## src/rtl/pipe_hazard_ctl.sv

```systemverilog
// Pipeline stall/flush controller: RAW hazard detection from Tuse/Tnew, mult/div
// busy tracking, and a saturating stall-cycle counter for performance debug.
module pipe_hazard_ctl #(
    parameter int MUL_LAT = 5,
    parameter int DIV_LAT = 10,
    parameter int CNT_W   = 16
) (
    input  logic             Pctl_clk_i,
    input  logic             Pctl_rstn_i,
    input  logic [4:0]       Pctl_rs_D_i,
    input  logic [4:0]       Pctl_rt_D_i,
    input  logic [1:0]       Pctl_tuse_rs_D_i,
    input  logic [1:0]       Pctl_tuse_rt_D_i,
    input  logic             Pctl_mdu_D_i,
    input  logic [4:0]       Pctl_dst_E_i,
    input  logic [1:0]       Pctl_tnew_E_i,
    input  logic [4:0]       Pctl_dst_M_i,
    input  logic [1:0]       Pctl_tnew_M_i,
    input  logic             Pctl_start_E_i,
    input  logic             Pctl_isdiv_E_i,
    output logic             Pctl_stall_o,
    output logic             Pctl_clr_E_o,
    output logic             Pctl_busy_o,
    output logic             Pctl_done_o,
    output logic [CNT_W-1:0] Pctl_stallcnt_o
);

    localparam int MAX_LAT = (DIV_LAT > MUL_LAT) ? DIV_LAT : MUL_LAT;
    localparam int LAT_W   = (MAX_LAT > 1) ? $clog2(MAX_LAT) : 1;

    typedef enum logic {
        IDLE = 1'b0,
        BUSY = 1'b1
    } state_t;

    // state_q and cnt_q are the FSM's observable state for external checkers.
    state_t             state_q, state_d;
    logic [LAT_W-1:0]   cnt_q, cnt_d;
    logic               done_q, done_d;
    logic [CNT_W-1:0]   stallcnt_q;

    logic               raw_stall;
    logic               mdu_stall;

    // A source stalls only when its producer's result arrives later than it is needed.
    function automatic logic src_hazard(
        input logic [4:0] src,
        input logic [1:0] tuse,
        input logic [4:0] dst_e,
        input logic [1:0] tnew_e,
        input logic [4:0] dst_m,
        input logic [1:0] tnew_m
    );
        logic hit;
        hit = 1'b0;
        if (src != 5'd0) begin
            if ((src == dst_e) && (tnew_e > tuse)) hit = 1'b1;
            if ((src == dst_m) && (tnew_m > tuse)) hit = 1'b1;
        end
        return hit;
    endfunction

    always_comb begin
        raw_stall = src_hazard(Pctl_rs_D_i, Pctl_tuse_rs_D_i, Pctl_dst_E_i,
                               Pctl_tnew_E_i, Pctl_dst_M_i, Pctl_tnew_M_i)
                  | src_hazard(Pctl_rt_D_i, Pctl_tuse_rt_D_i, Pctl_dst_E_i,
                               Pctl_tnew_E_i, Pctl_dst_M_i, Pctl_tnew_M_i);
        // A start in E counts as busy so the next HI/LO access cannot slip past it.
        mdu_stall = Pctl_mdu_D_i & ((state_q == BUSY) | Pctl_start_E_i);
    end

    assign Pctl_stall_o = raw_stall | mdu_stall;
    assign Pctl_clr_E_o = Pctl_stall_o;

    always_comb begin
        state_d = state_q;
        cnt_d   = cnt_q;
        done_d  = 1'b0;
        case (state_q)
            IDLE: begin
                if (Pctl_start_E_i) begin
                    cnt_d   = Pctl_isdiv_E_i ? LAT_W'(DIV_LAT - 1) : LAT_W'(MUL_LAT - 1);
                    state_d = BUSY;
                end
            end
            BUSY: begin
                // start_E is deliberately ignored here; no restart mid-operation.
                if (cnt_q == '0) begin
                    state_d = IDLE;
                    done_d  = 1'b1;
                end else begin
                    cnt_d = cnt_q - LAT_W'(1);
                end
            end
            default: state_d = IDLE;
        endcase
    end

    always_ff @(posedge Pctl_clk_i or negedge Pctl_rstn_i) begin
        if (!Pctl_rstn_i) begin
            state_q <= IDLE;
            cnt_q   <= '0;
            done_q  <= 1'b0;
        end else begin
            state_q <= state_d;
            cnt_q   <= cnt_d;
            done_q  <= done_d;
        end
    end

    always_ff @(posedge Pctl_clk_i or negedge Pctl_rstn_i) begin
        if (!Pctl_rstn_i) begin
            stallcnt_q <= '0;
        end else if (Pctl_stall_o && (stallcnt_q != {CNT_W{1'b1}})) begin
            stallcnt_q <= stallcnt_q + CNT_W'(1);
        end
    end

    assign Pctl_busy_o     = (state_q == BUSY);
    assign Pctl_done_o     = done_q;
    assign Pctl_stallcnt_o = stallcnt_q;

endmodule

```

## config.mk

```make
export PLATFORM = sky130hd
export DESIGN_NAME = pipe_hazard_ctl
export DESIGN_NICKNAME = d
export VERILOG_FILES = /design/src/rtl/pipe_hazard_ctl.sv
export SDC_FILE = /design/constraint.sdc
export NUM_CORES = 1
export LEC_CHECK = 0
export CAP_MARGIN = 20
export CELL_PAD_IN_SITES_DETAIL_PLACEMENT = 0
export CELL_PAD_IN_SITES_GLOBAL_PLACEMENT = 1
export CORE_ASPECT_RATIO = 1.4
export CORE_UTILIZATION = 31
export CTS_CLUSTER_DIAMETER = 150
export DETAILED_ROUTE_END_ITERATION = 6
export DONT_BUFFER_PORTS = 1
export GPL_TIMING_DRIVEN = 1
export PLACE_DENSITY_LB_ADDON = 0.1
export SETUP_SLACK_MARGIN = 0.4
export SLEW_MARGIN = 15
export SYNTH_ARGS = -nofsm -noshare
export SYNTH_HDL_FRONTEND = slang
export SYNTH_SLANG_ARGS = --single-unit
```

## constraint.sdc

```tcl
create_clock -name Pctl_clk_i -period 3.9 [get_ports Pctl_clk_i]
set_clock_uncertainty 0.1 [all_clocks]
set_input_delay 0.195 -clock Pctl_clk_i [delete_from_list [all_inputs] [get_ports Pctl_clk_i]]
set_output_delay 0.195 -clock Pctl_clk_i [all_outputs]
set_load 0.02 [all_outputs]
```

==> results of run 1 <==
-- cell type report --
type	instances	area, µm²
inverter	11	41.29
clock buffer	3	41.29
multi-input combinational	116	932.1
tap	62	77.57
timing repair buffer	2	25.02
sequential	22	550.5
fill	506	2977
-- flip-flops by register name (all words and copies together), names as in the netlist --
name and count:
Pctl_busy_o 1, Pctl_done_o 1, Pctl_stallcnt_o 16, cnt_q 4
-- cells in the final DEF (no fill, tap or decap), types with 3 or more instances in the layout --
cell and n:
nand4_1 5, inv_1 11, nand2_1 6, xor2_1 9
and3_1 4, dfrtp_1 22, nor2b_1 3, nor2_1 6
a21oi_1 6, xnor2_1 26, clkbuf_8 3, ha_1 11
nand3_1 14
-- worst reg2reg max path: cells and delay by family (launching register included) --
kind / cells / cell delay [ns]
and+or+nand+nor: 2 / 0.77
DFF: 1 / 0.55
xor gates and xnor gates: 1 / 0.13
AOI/OAI and AO/OA: 1 / 0.57
-- cells by family after synthesis --
group | after synthesis | share of synthesized area (%)
adders and majority gates | 11 | 8.958
AOI/OAI and AO/OA | 20 | 12.13
muxes | 2 | 1.710
buffers and inverters | 13 | 3.502
and+or+nand+nor | 48 | 17.91
DFF | 22 | 35.83
xor gates and xnor gates | 35 | 19.95
-- synth_stat cells --
library cell / count
and3_1: 4
xor2_1: 9
ha_1: 11
nand2b_1: 2
a2111oi_2: 2
a21oi_1: 6
inv_1: 11
o22ai_1: 1
dfrtp_1: 22
o21ai_0: 2
o22ai_2: 2
or4_1: 2
a31oi_4: 2
nand4_1: 5
mux2_1: 1
nor2b_1: 3
buf_2: 1
a32oi_1: 1
a211oi_1: 1
nor3_1: 1
nor4_2: 2
nand3_1: 14
a31oi_2: 1
xnor2_1: 26
buf_4: 1
mux2_4: 1
o32ai_1: 1
and2_1: 2
o21ai_1: 1
nor2_1: 6
nor4b_2: 1
nand2_1: 6
-- path summary, 6_finish.rpt --
kind | from | to | cells after the start
max | Pctl_busy_o | Pctl_clr_E_o | 2
min | Pctl_isdiv_E_i | cnt_q[3] | 2
max reg2reg | Pctl_busy_o | Pctl_stallcnt_o[12] | 4
min reg2reg | cnt_q[2] | Pctl_done_o | 1
max in group asynchronous | Pctl_rstn_i | Pctl_stallcnt_o[9] | 2
min in group asynchronous | Pctl_rstn_i | cnt_q[1] | 1
-- layer usage --
metal | GRT usage (%) | vias up | wire length (µm)
met5 | 0 | - | 0
met4 | 6.061 | 0 | 40
met3 | 3.049 | 2 | 189
met2 | 28.54 | 38 | 2036
met1 | 12.39 | 536 | 1141
li1 | - | 534 | -
-- per-stage QoR --
step                utilization, %  worst slack, ns  std cells
floorplan                        -            1.889        151
global placement             34.48            1.696        211
detailed placement           34.48            1.644        211
CTS                          35.59            1.662        215
global route                 35.91            1.559        216
finish                       35.91            1.692        216
-- power groups by stage --
| stage | clock (mW) | sequential, mW | combinational (mW) |
|---|---|---|---|
| floorplan | 0 | 0.403 | 0.207 |
| global placement | 0 | 0.429 | 0.229 |
| detailed placement | 0 | 0.431 | 0.237 |
| CTS | 0.143 | 0.426 | 0.243 |
| global route | 0.154 | 0.436 | 0.274 |
| finish | 0.135 | 0.422 | 0.240 |
==> metrics.yaml, run 1 <==
outcome:
  status: "finished, final reports clean"
global_routing:
  grt_antenna_before_repair: 0
  grt_pass1_wl_um: 5388
  first_global_vias: 1208
  grt_max_degree: 23
  grt_usage_pct: 14.24
  grt_overflow: 0
floorplanning:
  design.core.area_mm2: 0.004644
  rows: 29
  io_pins: 53
  die_h_um: 85.30
  die_w_um: 61.50
  fp.dieArea_mm2: 0.005246
  initial_core_util_pct: 33.08
sta:
  drv_slew: 0
  setup-tns-final_ns: 0
  min_period_ns: 2.208
  worstMarginPinSlew_ns: 0.6053
  relSlewSlack_pct: 59.37
  hold_viol: 0
  setup_viol: 0
  rsz0062_at_grt: "false"
  holdWs_ns: 0.03200
  fmax_ghz: 0.4528
  finalCritPeriodShare_pct: 56.62
worst_setup_path:
  cp_slowest_cell: "o21ai_1"
  rrSetupSlack_ns: 1.71
  worst_setup_path_end_kind: "primary output"
  path_cells: "o21ai_1 -> nand3_1"
  crit_type: "flip-flop to primary output"
  cp-start-kind: "flip-flop"
  critPathArrivalTime_ns: 1.91
  cp_slowest_stage_delay_ns: 0.57
  required_ns: 3.61
  cp_top_family: "compound AO/OA/AOI/OAI gates"
  cp_num_buf_inv: 0
  path_max_fanout: 10
layout:
  drive_gt1_share_pct: 9.740
  num-nets-final: 200
  antenna_cells: 0
  finalInstanceArea_mm2: 0.001668
  syn2layout_area_growth_pct: 8.550
detailed_routing:
  drt_iter0_drc: 18
  dr_total_vias: 1110
  drc_errors: 0
  first_pass_iters: 3
  wl_um: 3408
  vias_per_cell: 5.139
  wl_per_cell_um: 15.78
  ant_nets: 0
pwr:
  pwr_density_cell_mw_per_mm2: 478.0
  pwr-share-seq_pct: 53.0
  leakage_nw: 0.6725
  p_comb_share_pct: 30.1
  share_clk_of_total_power_pct: 16.9
  p_switching_uw: 314.9
  ir_worst_vdd_v: 0.0001465
  p_sw_share_pct: 39.50
  intPower_uw: 482.4
  power.total_uw: 797.3
cts:
  cts-resized-gates: 0
  worstSkewPairLatency_ns: 0.25
  cts_tree: "done"
  cts_buffers: 3
  htree_levels: 1
  clock_sinks: 22
  clk_pin_slew_ns: 0.07
  root_buffer: "clkbuf_8"
  cts_buffer_depth: 2
  postCtsSetupRepairBufs: 0
  hold_buffers: 1
yosys:
  synth_cell_type_count: 32
  synth.avg_cell_area_um2: 10.18
  synth_top_area_share_pct: 35.83
  yosysSeqAreaShare_pct: 35.83
  yosys_register_bits: 22
  synth_largest_area_cell: "dfrtp_1"
  synth.area.top_cells: "dfrtp_1, xnor2_1, ha_1"
  syn-instance-count: 151
  synth.net_count: 195
  yosysWarnings: 0
  syn-cell-area_mm2: 0.001536
placed_design:
  place_congestion: 0.8837
  hpwl_um: 2874
  dpl_cell_area_mm2: 0.001602
  portBuffers: 0
run:
  drv_cap: 0
hold_path:
  hold_class: "input port to flip-flop"
No activity file was read; power rests on OpenSTA's default activity.
==> run 2, diff against run 1 <==
--- a/config.mk
+++ b/config.mk
@@ -5,6 +5,7 @@
 export SDC_FILE = /design/constraint.sdc
 export NUM_CORES = 1
 export LEC_CHECK = 0
+export ABC_AREA = 1
 export CAP_MARGIN = 20
 export CELL_PAD_IN_SITES_DETAIL_PLACEMENT = 0
 export CELL_PAD_IN_SITES_GLOBAL_PLACEMENT = 1
==> constraint.sdc (replaced) <==
create_clock -name Pctl_clk_i -period 2 [get_ports Pctl_clk_i]
set_clock_uncertainty 0.1 [all_clocks]
set_input_delay 0.1 -clock Pctl_clk_i [delete_from_list [all_inputs] [get_ports Pctl_clk_i]]
set_output_delay 0.1 -clock Pctl_clk_i [all_outputs]
set_load 0.02 [all_outputs]
==> run 2 against run 1 <==
Effect of this change: clock power grew to 3.2 times the previous value; die area grew 19%; power grew to 2.5 times the previous value; critical endpoint is now Pctl_stallcnt_o[7]; largest cell class unchanged; highest routed layer unchanged.
==> metrics.yaml, run 2 <==
placed_design:
  place_congestion: 0.7447
  portBuffers: 0
  place_inst: 358
  hpwl_um: 3980
layout:
  antenna_cells: 0
  largest_reg_flops: 16
  final_cell_mix: "nand2_1, inv_1, nand3_1"
  register_area_um2: 558.0
  utilization_pct: 43.15
  syn2layout_area_growth_pct: 31.68
  multiInputGateArea_mm2: 0.001272
  final_cell_count_no_fill: 375
  drive_gt1_share_pct: 23.78
  num-nets-final: 352
  fillers: 605
  final_common_cell: "nand2_1"
pwr:
  ir_worst_vdd_v: 0.0003618
  p_sw_share_pct: 39.81
  share_clk_of_total_power_pct: 21.1
  p_switching_uw: 809.2
  power.total_mw: 2.033
  intPower_mw: 1.223
  p_comb_share_pct: 42.6
  pwr_density_cell_mw_per_mm2: 840.4
  leakage_nw: 1.229
  pwr-share-seq_pct: 36.3
detailed_routing:
  ant_nets: 0
  dr_total_vias: 1793
  wl_per_cell_um: 13.86
  first_pass_iters: 4
  drt_iter0_drc: 47
  vias_per_cell: 4.781
  wl_um: 5197
  drc_errors: 0
worst_setup_path:
  cp-start-kind: "flip-flop"
  r2r_end: "Pctl_stallcnt_o[7]"
  cp.depth: 10
  timing.rr.start: "Pctl_stallcnt_o[0]"
  path_max_fanout: 8
  cp_top_family: "simple AND/OR/NAND/NOR gates"
  critPathArrivalTime_ns: 1.81
  cp_slowest_cell: "dfrtp_2"
  worst_setup_path_end_kind: "flip-flop"
  path_cells: "ha_4 -> nand2_4 -> nor3_4 -> nand2_2 -> nor2_4 -> nand2_8 -> nand2_4 -> inv_1 -> nand3_1 -> nand2_1"
  cp_num_buf_inv: 1
  worstSetupEndpoint: "Pctl_stallcnt_o[7]"
  cp_slowest_stage_delay_ns: 0.49
  crit_type: "flip-flop to flip-flop"
  rrSetupSlack_ns: 0.26
  cp_common_cell: "nand2_4"
  rr_worst_depth: 10
  required_ns: 2.07
  critPathLaunch: "Pctl_stallcnt_o[0]"
global_routing:
  grt_overflow: 0
  first_global_vias: 1817
  grt_antenna_before_repair: 0
  grt_max_degree: 23
  grt_pass1_wl_um: 8238
  grt_usage_pct: 17.26
yosys:
  async_flop_share_pct: 100.0
  synth.area.top_cells: "dfrtp_1, nand2_1, nand3_1"
  synth.net_count: 323
  yosysSeqAreaShare_pct: 29.97
  syn-cell-area_mm2: 0.001837
  synth-edff-count: 0
  syn-instance-count: 279
  synth_largest_area_cell: "dfrtp_1"
  synth.avg_cell_area_um2: 6.583
  yosysWarnings: 0
  yosysMostFrequentCell: "nand2_1"
  yosys_register_bits: 22
  synth_cell_type_count: 24
  synth_top_area_share_pct: 29.97
  synth_flop_cell: "dfrtp_1"
  synth_common_cells: "nand2_1, inv_1, nand3_1"
cts:
  cts_buffer_depth: 2
  clk_pin_slew_ns: 0.09
  cts_tree: "done"
  worstSkewPairLatency_ns: 0.27
  htree_levels: 1
  cts_buffers: 3
  root_buffer: "clkbuf_8"
  clock_sinks: 22
floorplanning:
  die_h_um: 93.08
  fp.dieArea_mm2: 0.006241
  rows: 32
  io_pins: 53
  initial_core_util_pct: 32.77
  die_w_um: 67.06
  design.core.area_mm2: 0.005605
sta:
  finalCritPeriodShare_pct: 87.23
  hold_viol: 0
  fmax_ghz: 0.5732
  setup_viol: 0
  setup-tns-final_ns: 0
  rsz0062_at_grt: "true"
  drv_slew: 0
  worstMarginPinSlew_ns: 0.7321
  min_period_ns: 1.745
  relSlewSlack_pct: 50.98
hold_path:
  hold_class: "input port to flip-flop"
run:
  drv_cap: 0
outcome:
  status: "finished, final reports clean"
-- run 2: cell types whose count changed after synthesis, sizes merged, moves of 3 or more --
cell	before	now
nand4	5	1
buf	2	5
a31oi	3	0
inv	11	45
nor2b	3	0
o21ai	3	6
xnor2	26	6
nand3	14	35
nor3	1	6
nand2	6	94
nor2	6	25
and3	4	0
-- run 2: worst min-delay path by stage --
stage	start	end	slack, ns	depth (start not counted)
2_1_floorplan	Pctl_rstn_i	Pctl_busy_o	-0.30	0
3_3_place_gp	Pctl_rstn_i	Pctl_stallcnt_o[4]	-0.30	0
3_5_place_dp	Pctl_rstn_i	Pctl_stallcnt_o[4]	-0.30	0
4_1_cts	Pctl_start_E_i	Pctl_busy_o	0.02	3
5_1_grt	Pctl_start_E_i	Pctl_busy_o	0.05	3
6_report	Pctl_start_E_i	Pctl_busy_o	0.04	3
-- run 2: stage by stage --
stage	cell area, µm²	hold WS [ns]	worst slack (ns)
after detailed placement	2056	-0.2951	0.1657
after global routing	2419	0.04511	0.1375
after floorplan	1893	-0.2956	0.3852
final	2419	0.03867	0.2554
after global placement	2056	-0.2950	0.2039
after CTS	2296	0.02225	0.2116
-- run 2: cell type report --
class,instances,area share (%)
multi-input cells,208,52.61
flip-flops and latches,22,23.07
repair buffers,28,10.71
inverters,45,7.139
well taps,68,3.518
clock buffers,3,1.707
clock inverters,1,1.242
-- run 2: power groups by stage --
| stage | logic, mW | clock network, mW | registers, mW |
|---|---|---|---|
| 6_report | 0.865 | 0.429 | 0.739 |
| 5_1_grt | 0.982 | 0.461 | 0.760 |
| 4_1_cts | 0.800 | 0.440 | 0.738 |
| 3_5_place_dp | 0.738 | 0 | 0.748 |
| 3_3_place_gp | 0.742 | 0 | 0.745 |
| 2_1_floorplan | 0.515 | 0 | 0.762 |
-- run 2: kinds of logic (layout without fill, tap and decap cells) --
| family | Yosys count | count (layout) | synth area share (%) |
|---|---|---|---|
| adders and majority gates | 11 | 11 | 7.493 |
| DFF | 22 | 22 | 29.97 |
| and+or+nand+nor | 163 | 164 | 38.56 |
| xor gates and xnor gates | 17 | 17 | 8.106 |
| AOI/OAI and AO/OA | 16 | 16 | 4.700 |
| buffers and inverters | 50 | 77 | 11.17 |
-- run 2: tightest hold or removal path, cell delays in order --
cell and delay (ns):
nor2_1 0.03, nor2_2 0.12, buf_4 0.14
-- run 2: repair_timing --
action	4_1_cts	5_1_grt
cloned	1	0
hold buffers	3	0
setup endpoints to repair	19	20
buffers inserted	4	5
gates resized for setup	17	18
pin swaps	6	9
hold endpoints to repair	25	0
-- run 2: routing by layer --
layer,vias up,routed length (µm),track usage (%)
met1,821,1946,18.00
met5,-,0,0
met2,42,2920,33.83
met4,0,38,4.433
met3,4,291,2.805
li1,926,-,-
==> run 3, diff against run 2 <==
--- a/config.mk
+++ b/config.mk
@@ -7,15 +7,16 @@
 export LEC_CHECK = 0
 export ABC_AREA = 1
 export CAP_MARGIN = 20
-export CELL_PAD_IN_SITES_DETAIL_PLACEMENT = 0
-export CELL_PAD_IN_SITES_GLOBAL_PLACEMENT = 1
+export CELL_PAD_IN_SITES_DETAIL_PLACEMENT = 2
+export CELL_PAD_IN_SITES_GLOBAL_PLACEMENT = 2
 export CORE_ASPECT_RATIO = 1.4
-export CORE_UTILIZATION = 31
+export CORE_UTILIZATION = 30
 export CTS_CLUSTER_DIAMETER = 150
 export DETAILED_ROUTE_END_ITERATION = 6
 export DONT_BUFFER_PORTS = 1
 export GPL_TIMING_DRIVEN = 1
 export PLACE_DENSITY_LB_ADDON = 0.1
+export RECOVER_POWER = 50
 export SETUP_SLACK_MARGIN = 0.4
 export SLEW_MARGIN = 15
 export SYNTH_ARGS = -nofsm -noshare
==> run 3 against run 2 <==
Effect of this change: clock-buffer cell count increased by 1; via count increased by 9.8%; non-clock buffer count increased by 8; final area increased by 7.7%; highest routed layer unchanged.
==> metrics.yaml, run 3 (same netlist as run 2, synthesis figures left out) <==
outcome:
  status: "finished, final reports clean"
sta:
  hold_viol: 0
  setup_viol: 0
  rsz0062_at_grt: "true"
  worstMarginPinSlew_ns: 0.5310
  finalCritPeriodShare_pct: 91.94
  setup-tns-final_ns: 0
  relSlewSlack_pct: 64.56
  drv_slew: 0
  min_period_ns: 1.839
  fmax_ghz: 0.5439
cts:
  cts_buffer_depth: 2
  worstSkewPairLatency_ns: 0.28
  clk_pin_slew_ns: 0.08
  clock_sinks: 22
  cts_buffers: 3
  htree_levels: 1
  root_buffer: "clkbuf_8"
  cts_tree: "done"
worst_setup_path:
  cp-start-kind: "flip-flop"
  path_max_fanout: 3
  critPathArrivalTime_ns: 1.96
  worst_setup_path_end_kind: "flip-flop"
  cp_num_buf_inv: 1
  cp_slowest_cell: "dfrtp_1"
  cp_common_cell: "nand3_1"
  cp_slowest_stage_delay_ns: 0.36
  path_cells: "clkbuf_1 -> nand3_1 -> nor2_1 -> nand3_1 -> xnor2_1 -> nand3_2 -> nand2_1"
  cp_top_family: "simple AND/OR/NAND/NOR gates"
  crit_type: "flip-flop to flip-flop"
  required_ns: 2.13
layout:
  num-nets-final: 361
  drive_gt1_share_pct: 30.70
  fillers: 693
  final_common_cell: "nand2_1"
  antenna_cells: 0
  largest_reg_flops: 16
  final_cell_mix: "nand2_1, inv_1, nor2_1, nand3_1, buf_4"
  syn2layout_area_growth_pct: 41.83
  register_area_um2: 556.8
  multiInputGateArea_mm2: 0.001368
global_routing:
  grt_overflow: 0
  grt_usage_pct: 23.24
  grt_max_degree: 23
  first_global_vias: 2222
  grt_antenna_before_repair: 0
  grt_pass1_wl_um: 10860
pwr:
  power.total_mw: 2.243
  pwr_density_cell_mw_per_mm2: 860.9
  leakage_nw: 1.334
  ir_worst_vdd_v: 0.0005575
detailed_routing:
  wl_um: 7330
  dr_total_vias: 1969
  drt_iter0_drc: 34
  first_pass_iters: 4
  drc_errors: 0
  vias_per_cell: 5.101
  ant_nets: 0
  wl_per_cell_um: 18.99
placed_design:
  place_congestion: 0.7930
  hpwl_um: 4940
  portBuffers: 0
floorplanning:
  die_w_um: 68.13
  io_pins: 53
  rows: 33
  fp.dieArea_mm2: 0.006444
  design.core.area_mm2: 0.005863
  die_h_um: 94.58
  initial_core_util_pct: 31.33
run:
  drv_cap: 0
hold_path:
  hold_class: "input port to flip-flop"
## run 3: changes by cell type in the layout (fill, tap and decap cells not counted), moves of 5 or more
cell / previous run / this run
inv_1: 39 / 34
nand3_1: 27 / 19
nand2_2: 1 / 7
nand2_1: 89 / 82
clkbuf_1: 0 / 5
nand3_2: 8 / 15
## run 3: area by class of cell
type	count	share of cell area, %
well taps	70	3.362
flip-flops and latches	22	21.37
multi-input cells	209	52.50
clock buffers	4	2.113
repair buffers	36	13.88
inverters	45	6.772
## run 3: worst paths after layout
| path | startpoint | to | slack, ns | depth (start not counted) |
|---|---|---|---|---|
| max reg2reg | Pctl_stallcnt_o[12] | Pctl_stallcnt_o[14] | 0.16 | 7 |
| max | Pctl_stallcnt_o[12] | Pctl_stallcnt_o[14] | 0.16 | 7 |
| min reg2reg | cnt_q[0] | cnt_q[0] | 0.47 | 3 |
| max in group asynchronous | Pctl_rstn_i | Pctl_stallcnt_o[4] | 1.49 | 2 |
| min in group asynchronous | Pctl_rstn_i | Pctl_stallcnt_o[12] | 0.14 | 2 |
| min | Pctl_start_E_i | cnt_q[0] | 0.1 | 4 |
## run 3: what timing repair did
action / CTS / global route
cloned: 3 / 1
buffers inserted: 9 / 4
pin swaps: 15 / 25
setup endpoints to repair: 17 / 21
gates resized for setup: 28 / 39
hold buffers: 3 / 0
hold endpoints to repair: 25 / 0
## run 3: where the power goes
part | internal [mW] | switching [mW] | total, mW
Combinational | 0.526 | 0.684 | 1.21
Sequential | 0.569 | 0.118 | 0.687
Clock | 0.177 | 0.168 | 0.345
Total | 1.27 | 0.970 | 2.24
## run 3: worst reg2reg max path, cell delays in order (launching register included)
cell and delay, ns:
dfrtp_1 0.36, clkbuf_1 0.32, nand3_1 0.16, nor2_1 0.23, nand3_1 0.19, xnor2_1 0.24
nand3_2 0.11, nand2_1 0.07
## run 3: metrics by stage
stage | setup WS, ns | instances | util (%) | hold slack (ns) | instance area, µm²
2_1_floorplan | 0.3852 | 279 | - | -0.2956 | 1893
3_3_place_gp | 0.1745 | 362 | 35.57 | -0.2950 | 2086
3_5_place_dp | 0.1481 | 362 | 35.57 | -0.2951 | 2086
4_1_cts | 0.3173 | 381 | 41.72 | 0.04859 | 2446
5_1_grt | 0.1180 | 386 | 44.43 | 0.1321 | 2605
6_report | 0.1613 | 386 | 44.43 | 0.09905 | 2605
## run 3: per-layer routing
| layer | vias up | share of wire (%) | global-route usage [%] |
|---|---|---|---|
| met5 | - | 0 | 0 |
| met4 | 0 | 2.1 | 6.771 |
| met3 | 11 | 5.3 | 3.623 |
| met2 | 46 | 59 | 48.77 |
| met1 | 968 | 33 | 21.09 |
| li1 | 944 | - | - |
